File: config.mk
export PLATFORM = sky130hd
export DESIGN_NAME = usb_txn_scheduler
export DESIGN_NICKNAME = d
export VERILOG_FILES = /design/src/rtl/usb_txn_scheduler.sv
export SDC_FILE = /design/constraint.sdc
export NUM_CORES = 1
export LEC_CHECK = 0
export CORE_AREA = 5 5 180 182
export CTS_BUF_LIST = sky130_fd_sc_hd__clkbuf_8
export DETAILED_ROUTE_END_ITERATION = 7
export DIE_AREA = 0 0 185 187
export SYNTH_ARGS = -nofsm -noshare
export SYNTH_HDL_FRONTEND = slang
export SYNTH_SLANG_ARGS = --single-unit
File: constraint.sdc
create_clock -name clk -period 2.9 [get_ports clk]
set_input_delay 0.87 -clock clk [delete_from_list [all_inputs] [get_ports clk]]
set_output_delay 0.87 -clock clk [all_outputs]
set_load 0.005 [all_outputs]
File: src/rtl/usb_txn_scheduler.sv
// -----------------------------------------------------------------------------
// usb_txn_scheduler
//
// Host-side transaction scheduler that sits in front of the USB protocol FSM.
// It picks one of NUM_REQ requesters round-robin and issues its IN or OUT
// transaction to the FSM. A failed transaction is retried up to MAX_RETRY
// times. One completion record is returned per transaction over a
// valid/ready port.
//
// Optional feature: define USB_TXN_WATCHDOG_EN to add a WAIT-state watchdog.
// When the watchdog reaches WD_CYCLES, the transaction is reported as failed
// with done_timeout=1 and is not retried.
//
// Ports
//   clk, rst_b      clock and asynchronous active-low reset
//   req_valid       per-requester pending flag
//   req_dir         per-requester direction (1 = IN, 0 = OUT)
//   req_data        per-requester OUT payload, slice i = [64*i +: 64]
//   req_ready       one-hot, 1-cycle accept pulse
//   in_trans        1-cycle start pulse for an IN transaction
//   out_trans       1-cycle start pulse for an OUT transaction
//   data_from_host  OUT payload of the current transaction
//   success         completion pulse from the FSM (ok)
//   failure         completion pulse from the FSM (failed)
//   data_to_host    FSM IN data, valid in the success cycle
//   done_*          completion record (valid/ready handshake)
//   busy            scheduler is not idle
// -----------------------------------------------------------------------------
module usb_txn_scheduler #(
    parameter int NUM_REQ   = 4,
    parameter int MAX_RETRY = 3,
    parameter int WD_CYCLES = 4096,
    localparam int IDW      = $clog2(NUM_REQ),
    // A retry counter always needs at least one bit, even when MAX_RETRY is 0.
    localparam int RW       = (MAX_RETRY > 0) ? $clog2(MAX_RETRY + 1) : 1
) (
    input  logic                  clk,
    input  logic                  rst_b,
    input  logic [NUM_REQ-1:0]    req_valid,
    input  logic [NUM_REQ-1:0]    req_dir,
    input  logic [NUM_REQ*64-1:0] req_data,
    output logic [NUM_REQ-1:0]    req_ready,
    output logic                  in_trans,
    output logic                  out_trans,
    output logic [63:0]           data_from_host,
    input  logic                  success,
    input  logic                  failure,
    input  logic [63:0]           data_to_host,
    output logic                  done_valid,
    input  logic                  done_ready,
    output logic [IDW-1:0]        done_id,
    output logic                  done_ok,
    output logic [RW-1:0]         done_retries,
    output logic [63:0]           done_data,
    output logic                  done_timeout,
    output logic                  busy
);

    // Elaboration-time parameter sanity checks.
    if (NUM_REQ < 2) begin : g_bad_num_req
        $error("usb_txn_scheduler: NUM_REQ must be >= 2");
    end
    if (MAX_RETRY < 0) begin : g_bad_max_retry
        $error("usb_txn_scheduler: MAX_RETRY must be >= 0");
    end
    if (WD_CYCLES < 1) begin : g_bad_wd_cycles
        $error("usb_txn_scheduler: WD_CYCLES must be >= 1");
    end

    typedef enum logic [1:0] {
        S_IDLE,
        S_ISSUE,
        S_WAIT,
        S_REPORT
    } state_t;

    state_t               state_q, state_d;
    logic [IDW-1:0]       rr_ptr_q, rr_ptr_d;
    logic [IDW-1:0]       id_q, id_d;
    logic                 dir_q, dir_d;
    logic [63:0]          data_q, data_d;
    logic [RW-1:0]        retry_q, retry_d;
    logic [NUM_REQ-1:0]   req_ready_q, req_ready_d;
    logic                 in_trans_q, in_trans_d;
    logic                 out_trans_q, out_trans_d;
    logic                 done_valid_q, done_valid_d;
    logic                 done_ok_q, done_ok_d;
    logic [63:0]          done_data_q, done_data_d;
    logic                 done_timeout_q, done_timeout_d;
    logic                 busy_q, busy_d;

`ifdef USB_TXN_WATCHDOG_EN
    localparam int WDW = (WD_CYCLES > 1) ? $clog2(WD_CYCLES) : 1;
    logic [WDW-1:0]       wd_cnt_q, wd_cnt_d;
`endif

    // Split the flat payload bus into one 64-bit word per requester.
    logic [63:0] req_slice [NUM_REQ];
    for (genvar g = 0; g < NUM_REQ; g++) begin : g_slice
        assign req_slice[g] = req_data[64*g +: 64];
    end

    // Round-robin search: the first valid requester at or after rr_ptr_q wins.
    logic           grant_found;
    logic [IDW-1:0] grant_idx;
    logic [IDW-1:0] cand;

    always_comb begin
        grant_found = 1'b0;
        grant_idx   = '0;
        cand        = '0;
        for (int k = 0; k < NUM_REQ; k++) begin
            cand = IDW'((int'(rr_ptr_q) + k) % NUM_REQ);
            if (!grant_found && req_valid[cand]) begin
                grant_found = 1'b1;
                grant_idx   = cand;
            end
        end
    end

    // NOTE: every signal driven here gets a default value first. Without that,
    // a path that skips the assignment would hold the old value, and the tool
    // would infer a latch.
    always_comb begin
        state_d        = state_q;
        rr_ptr_d       = rr_ptr_q;
        id_d           = id_q;
        dir_d          = dir_q;
        data_d         = data_q;
        retry_d        = retry_q;
        req_ready_d    = '0;
        in_trans_d     = 1'b0;
        out_trans_d    = 1'b0;
        done_valid_d   = done_valid_q;
        done_ok_d      = done_ok_q;
        done_data_d    = done_data_q;
        done_timeout_d = done_timeout_q;
`ifdef USB_TXN_WATCHDOG_EN
        wd_cnt_d       = wd_cnt_q;
`endif

        unique case (state_q)
            S_IDLE: begin
                if (grant_found) begin
                    req_ready_d[grant_idx] = 1'b1;
                    id_d    = grant_idx;
                    dir_d   = req_dir[grant_idx];
                    data_d  = req_slice[grant_idx];
                    retry_d = '0;
                    state_d = S_ISSUE;
                end
            end

            S_ISSUE: begin
                in_trans_d  = dir_q;
                out_trans_d = !dir_q;
`ifdef USB_TXN_WATCHDOG_EN
                wd_cnt_d    = '0;
`endif
                state_d     = S_WAIT;
            end

            S_WAIT: begin
                // If success and failure arrive together, success wins.
                if (success) begin
                    done_ok_d      = 1'b1;
                    done_data_d    = dir_q ? data_to_host : 64'd0;
                    done_timeout_d = 1'b0;
                    done_valid_d   = 1'b1;
                    state_d        = S_REPORT;
                end else if (failure) begin
                    if (retry_q != RW'(MAX_RETRY)) begin
                        retry_d = retry_q + RW'(1);
                        state_d = S_ISSUE;
                    end else begin
                        done_ok_d      = 1'b0;
                        done_data_d    = 64'd0;
                        done_timeout_d = 1'b0;
                        done_valid_d   = 1'b1;
                        state_d        = S_REPORT;
                    end
                end
`ifdef USB_TXN_WATCHDOG_EN
                // On expiry the FSM's state is unknown, so the transaction is
                // reported as failed and is not retried.
                else if (wd_cnt_q == WDW'(WD_CYCLES - 1)) begin
                    done_ok_d      = 1'b0;
                    done_data_d    = 64'd0;
                    done_timeout_d = 1'b1;
                    done_valid_d   = 1'b1;
                    state_d        = S_REPORT;
                end else begin
                    wd_cnt_d = wd_cnt_q + WDW'(1);
                end
`endif
            end

            S_REPORT: begin
                // Holding here while the consumer stalls also blocks new grants.
                if (done_ready) begin
                    done_valid_d = 1'b0;
                    rr_ptr_d     = (id_q == IDW'(NUM_REQ - 1)) ? '0 : id_q + IDW'(1);
                    state_d      = S_IDLE;
                end
            end

            default: state_d = S_IDLE;
        endcase

        busy_d = (state_d != S_IDLE);
    end

    // NOTE: sequential state uses non-blocking assignments, so every flop
    // samples its value from before the clock edge, whatever order the
    // statements are written in.
    always_ff @(posedge clk or negedge rst_b) begin
        if (!rst_b) begin
            state_q        <= S_IDLE;
            rr_ptr_q       <= '0;
            id_q           <= '0;
            dir_q          <= 1'b0;
            data_q         <= '0;
            retry_q        <= '0;
            req_ready_q    <= '0;
            in_trans_q     <= 1'b0;
            out_trans_q    <= 1'b0;
            done_valid_q   <= 1'b0;
            done_ok_q      <= 1'b0;
            done_data_q    <= '0;
            done_timeout_q <= 1'b0;
            busy_q         <= 1'b0;
        end else begin
            state_q        <= state_d;
            rr_ptr_q       <= rr_ptr_d;
            id_q           <= id_d;
            dir_q          <= dir_d;
            data_q         <= data_d;
            retry_q        <= retry_d;
            req_ready_q    <= req_ready_d;
            in_trans_q     <= in_trans_d;
            out_trans_q    <= out_trans_d;
            done_valid_q   <= done_valid_d;
            done_ok_q      <= done_ok_d;
            done_data_q    <= done_data_d;
            done_timeout_q <= done_timeout_d;
            busy_q         <= busy_d;
        end
    end

`ifdef USB_TXN_WATCHDOG_EN
    always_ff @(posedge clk or negedge rst_b) begin
        if (!rst_b) begin
            wd_cnt_q <= '0;
        end else begin
            wd_cnt_q <= wd_cnt_d;
        end
    end
`endif

    assign req_ready      = req_ready_q;
    assign in_trans       = in_trans_q;
    assign out_trans      = out_trans_q;
    assign data_from_host = data_q;
    assign done_valid     = done_valid_q;
    assign done_id        = id_q;
    assign done_ok        = done_ok_q;
    assign done_retries   = retry_q;
    assign done_data      = done_data_q;
    assign done_timeout   = done_timeout_q;
    assign busy           = busy_q;

endmodule

After elaboration in Yosys (flattened, before gate mapping)
Cells that the tools add are included.
{"block": "word_totals", "register_bits": 147, "input_bits": 333, "out_inout_bits": 142, "elab_cells": 110}
{"block": "op_classes", "n_addsub": 5, "order_cmp": 7, "n_eq_ne": 13, "mux": 52, "bitwise_logic": 1, "n_reduce_logical": 18}
{"op": "$mux W64", "n": 6}
{"op": "$bmux W64 S2", "n": 1}
{"op": "$mux W2", "n": 14}
{"op": "$mux W1", "n": 20}
{"op": "$lt A2 B3 Y1 const B", "n": 5}
{"op": "$ne A2 B2 Y1 const B", "n": 7}
{"op": "$bmux W1 S2", "n": 5}
{"op": "$mux W4", "n": 2}
{"op": "$pmux W2 S4", "n": 1}
{"op": "$reduce_bool A2 Y1", "n": 4}
{"op": "$add A2 B1 Y2 const B", "n": 3}
{"op": "$eq A2 B2 Y1 const B", "n": 3}
{"op": "$ne A3 B3 Y1 const B", "n": 2}
{"op": "$reduce_and A5 Y1", "n": 1}
{"op": "$add A2 B2 Y2 const B", "n": 2}
{"op": "$logic_and A1 B1 Y1", "n": 4}
{"op": "$logic_not A1 Y1", "n": 4}
{"op": "$pmux W2 S2", "n": 1}
{"op": "$reduce_and A2 Y1", "n": 2}
{"op": "$reduce_and A4 Y1", "n": 1}
{"op": "$ge A3 B3 Y1 const B", "n": 1}
{"op": "$not A2 Y3", "n": 1}
{"op": "$reduce_and A3 Y1", "n": 1}
{"op": "$demux W1 S2", "n": 1}
{"op": "4 further kinds", "n": 4}

Logic depth before layout (Yosys ltp)
{"block": "depth", "ltp_word": 18, "ltp_mapped": 8, "mapped_depth_nobuf": 5}

Worst setup path before layout
No wires, ideal clock.
{"block": "synth_path", "path_kind": "input to register", "startpoint": "input port req_valid[2]", "endpoint": "register data_q[11], in the netlist data_from_host[11]", "setup_ps": 146, "arrival_time_ps": 2092, "t_required_ps": 2754, "path_slack_ps": 662, "cell_stages": 8, "path_buffers": 3, "path_cell_list": "inv_1 -> o221a_1 -> o22ai_1 -> buf_2 -> buf_4 -> buf_6 -> mux2i_1 -> o221ai_2"}
{"block": "synth_between", "elab_chain_len": 16, "word_cells_on_any_way": 27, "classes_between": "mux (19); bitwise (1); reduce/logical (7)"}
{"element": "start: declaration", "line_no": "39", "text": "input logic [NUM_REQ-1:0] req_valid,"}
{"element": "$bmux W1 S2", "line_no": "114", "text": "if (!grant_found && req_valid[cand]) begin"}
{"element": "$mux W1 (implied by the code)", "line_no": "114"}
{"element": "$mux W1", "line_no": "114"}
{"element": "$logic_not A1 Y1", "line_no": "114"}
{"element": "$logic_and A1 B1 Y1", "line_no": "114"}
{"element": "$mux W1", "line_no": "114"}
{"element": "$logic_not A1 Y1", "line_no": "114"}
{"element": "$logic_and A1 B1 Y1", "line_no": "114"}
{"element": "$mux W1", "line_no": "114"}
{"element": "$logic_not A1 Y1", "line_no": "114"}
{"element": "$logic_and A1 B1 Y1", "line_no": "114"}
{"element": "$mux W2", "line_no": "114"}
{"element": "$not A2 Y3 (implied by the code)", "line_no": "148", "text": "data_d = req_slice[grant_idx];"}
{"element": "$bmux W64 S2", "line_no": "148"}
{"element": "$mux W64 (implied by the code) (2 in a row)", "line_no": "148"}
{"element": "end signal: assignment", "line_no": "237", "text": "data_q <= data_d;"}
{"element": "end: declaration", "line_no": "81", "text": "logic [63:0] data_q, data_d;"}
Parallel ways exist; a longest one is shown, timed or not. The select of a mux whose other input is x is not followed.
A chain may end at the register's enable or synchronous reset.

Final worst setup path
{"block": "layout_path", "startpoint": "input port req_valid[0]", "endpoint": "register data_q[20], in the netlist data_from_host[20]"}
Same word-level chain as after synthesis.

==> metrics.md <==
| Metric | Value |
|---|---|
| Critical Path End Type | `flop` |
| DRT antenna net count | `0` |
| Port-buffer cells | `473` |
| Utilization after layout | `0.4265` |
| Synthesized area per cell | `12.21 um^2` |
| Status | `complete, no violations` |
| Yosys cell types | `37` |
| Clock-pin slew on the worst setup and hold paths | `0.11 ns` |
| Sink Count | `146` |
| Max-slew violation count | `0` |
| Maximum root-to-sink buffer count | `2` |
| Post-synthesis sequential area ratio | `0.5151` |
| Leakage power | `5.815 nW` |
| WHS | `0.3717 ns` |
| CTS tree | `built` |
| Psw | `3.901 mW` |
| DRC Markers | `0` |
| Number of gates resized after CTS | `0` |
| Post-route insts no fill | `1474` |
| Fin crit share | `0.8915` |
| Setup CP Type | `input pin to flop` |
| Hold Fails Final Rpt | `0` |
| Boundary Pins | `475` |
| Largest net degree at the start of global routing | `65` |
| Share of layout cells above drive strength 1 | `0.1013` |
| Layout area overhead | `82.98%` |
| Placed Area | `0.01259 mm^2` |
| First-pass DRT Iterations | `5` |
| Root Buffer | `clkbuf_8` |
| Mapped Area | `0.007093 mm^2` |
| Unrepaired setup endpoints after global routing | `false` |
| Total CTS buffers | `17` |
| Final worst path period need | `2.585 ns` |
| Rel. slew slack | `0.6373` |
| Synth Flop Type | `dfrtp_1` |
| Wire per inst | `21.11 um` |
| F_max | `386.8 MHz` |
| Skew final | `0.01453 ns` |
| Pre-CTS WS | `-0.1685 ns` |
| Drt via density | `4.661` |
| Min-delay worst type | `input pin to async pin` |
| Site Rows | `64` |
| Dpl hpwl | `24080 um` |
| CP required | `3.20 ns` |
| # Post-CTS Setup Buffers | `0` |
| Routability cong. | `0.8194` |
| Clk pwr share | `0.147` |
| Total power draw | `10.96 mW` |
| Drt first-iter violations | `246` |
| Worst vdd ir | `0.3217 mV` |
| Final setup viols | `0` |
| Internal cell power | `7.054 mW` |
| Seq pwr share | `0.322` |
| Overflow after GRT | `0` |
| Worst skew pair latency | `0.45 ns` |
| CTS Hold Buffers Added | `0` |
| Die Span Y | `187 um` |
| H-tree level count | `4` |
| Number of global-route vias before repair | `7478` |
| Final TNS setup | `0 ns` |
| Worst slew pin tran | `0.5440 ns` |
| Number of max-cap violations | `0` |
| Worst setup SP type | `input pin` |
| Crit path DAT | `2.88 ns` |
| Yosys warns | `0` |
| Core Area | `0.03043 mm^2` |
| Vias | `6870` |
| Die width | `185 um` |
| Layout Nets | `1399` |
| Die footprint | `0.03460 mm^2` |
| Initial Util | `0.2331` |
| Post-Syn Instances | `581` |
| Critical Path Fanout Max | `33` |
| Total GRT Usage | `0.1718` |
| Drt total wl | `31120 um` |
| PnR worst setup slack | `0.3145 ns` |
| Post-synth EDFFs | `0` |
| Syn_nets | `916` |
| Asr flop ratio synth | `1.000` |
| Switching Share | `0.3561` |
| Dpl cells | `1441` |
| Pwr dens | `844.1 mW/mm^2` |
| Fin area | `0.01298 mm^2` |
| Register bit total from synthesis | `146` |
| Initial antenna violation count | `2` |
| Comb pwr share | `0.531` |
| First-pass GRT wire length | `45860 um` |
synth_stat cells, types with 3 or more instances:
cell type  number  area, um^2
dfrtp_1       146        3654
mux2i_1       130        1301
nand2_1        79       296.5
a22o_1         64       560.5
o221ai_1       45       394.1
buf_2          25       125.1
o221ai_2       20       300.3
clkbuf_1       17       63.81
buf_6           8       90.09
nor2_1          5       18.77
o21ai_0         4       20.02
buf_1           3       11.26
mux2_2          3       33.78
nor2b_1         3       18.77
final timing paths:
path	from	end	slack, ns	cells after the start
min reg2reg	data_from_host[35]$_DFFE_PN0P_	data_from_host[35]$_DFFE_PN0P_	0.49	2
min	rst_b	done_data[47]$_DFFE_PN0P_	0.37	1
max reg2reg	rr_ptr_q[0]$_DFFE_PN0P_	data_from_host[20]$_DFFE_PN0P_	0.88	6
min in group clk	data_from_host[35]$_DFFE_PN0P_	data_from_host[35]$_DFFE_PN0P_	0.49	2
max in group asynchronous	rst_b	data_from_host[36]$_DFFE_PN0P_	1.85	2
max	req_valid[0]	data_from_host[20]$_DFFE_PN0P_	0.31	8
flip-flops by register name, summed over array words and instances (netlist names):
| signal | cells |
|---|---|
| req_ready | 4 |
| done_retries | 2 |
| done_valid | 1 |
| done_ok | 1 |
| dir_q | 1 |
| data_from_host | 64 |
| busy | 1 |
| done_data | 64 |
| state_q | 2 |
| out_trans | 1 |
| in_trans | 1 |
| done_id | 2 |
| rr_ptr_q | 2 |
power groups by stage:
| stage | sequential [mW] | combinational, mW | clock [mW] |
|---|---|---|---|
| 5_1_grt | 3.64 | 6.30 | 1.77 |
| 4_1_cts | 3.53 | 5.94 | 1.70 |
| 3_5_place_dp | 3.53 | 5.93 | 0 |
| 6_report | 3.52 | 5.82 | 1.61 |
| 3_3_place_gp | 3.56 | 5.85 | 0 |
| 2_1_floorplan | 3.50 | 2.54 | 0 |
logic make-up (layout without fill, tap and decap cells):
group,Yosys count,in the layout,synth area share
AND/OR/NAND/NOR,100,100,0.05945
adder cells (fa/ha/maj),2,2,0.003527
multiplexers,133,133,0.1882
XOR/XNOR,1,1,0.001235
AO/OA/AOI/OAI,141,141,0.1879
buffers and inverters,57,552,0.04410
flip-flops,146,146,0.5151
other,1,3,0.0005287
critical path: stages:
cell	delay [ns]
clkdlybuf4s50_1	0.57
inv_1	0.06
o221a_1	0.24
o22ai_4	0.21
buf_12	0.26
buf_4	0.19
mux2i_1	0.27
o221ai_1	0.16
placed cells by master (no fill, tap or decap), drive strengths merged, types with 3 or more instances in the layout:
master	n
clkbuf	17
mux2	3
mux2i	130
a22o	64
buf	47
nand2	79
clkdlybuf4s50	472
or2	3
nor2b	3
o21ai	4
dfrtp	146
o221ai	65
nor2	6
inv	9
clkinv	5
final cells by class:
type / count / area (um^2)
fillers: 2885 / 17450
multi-input cells: 378 / 3157
flip-flops and latches: 146 / 3654
well taps: 396 / 495.5
clock buffers: 17 / 234.0
clock inverters: 14 / 145.1
repair buffers: 519 / 5281
inverters: 2 / 7.507
diodes: 2 / 5.005
metal layers:
| layer | vias to the layer above | part of all wire | track usage |
|---|---|---|---|
| li1 | 3175 | - | - |
| met1 | 3341 | 0.39 | 0.2079 |
| met2 | 333 | 0.50 | 0.2957 |
| met3 | 21 | 0.098 | 0.05990 |
| met4 | 0 | 0.012 | 0.03557 |
| met5 | - | 0 | 0 |
(Power assumes the default switching activity.)
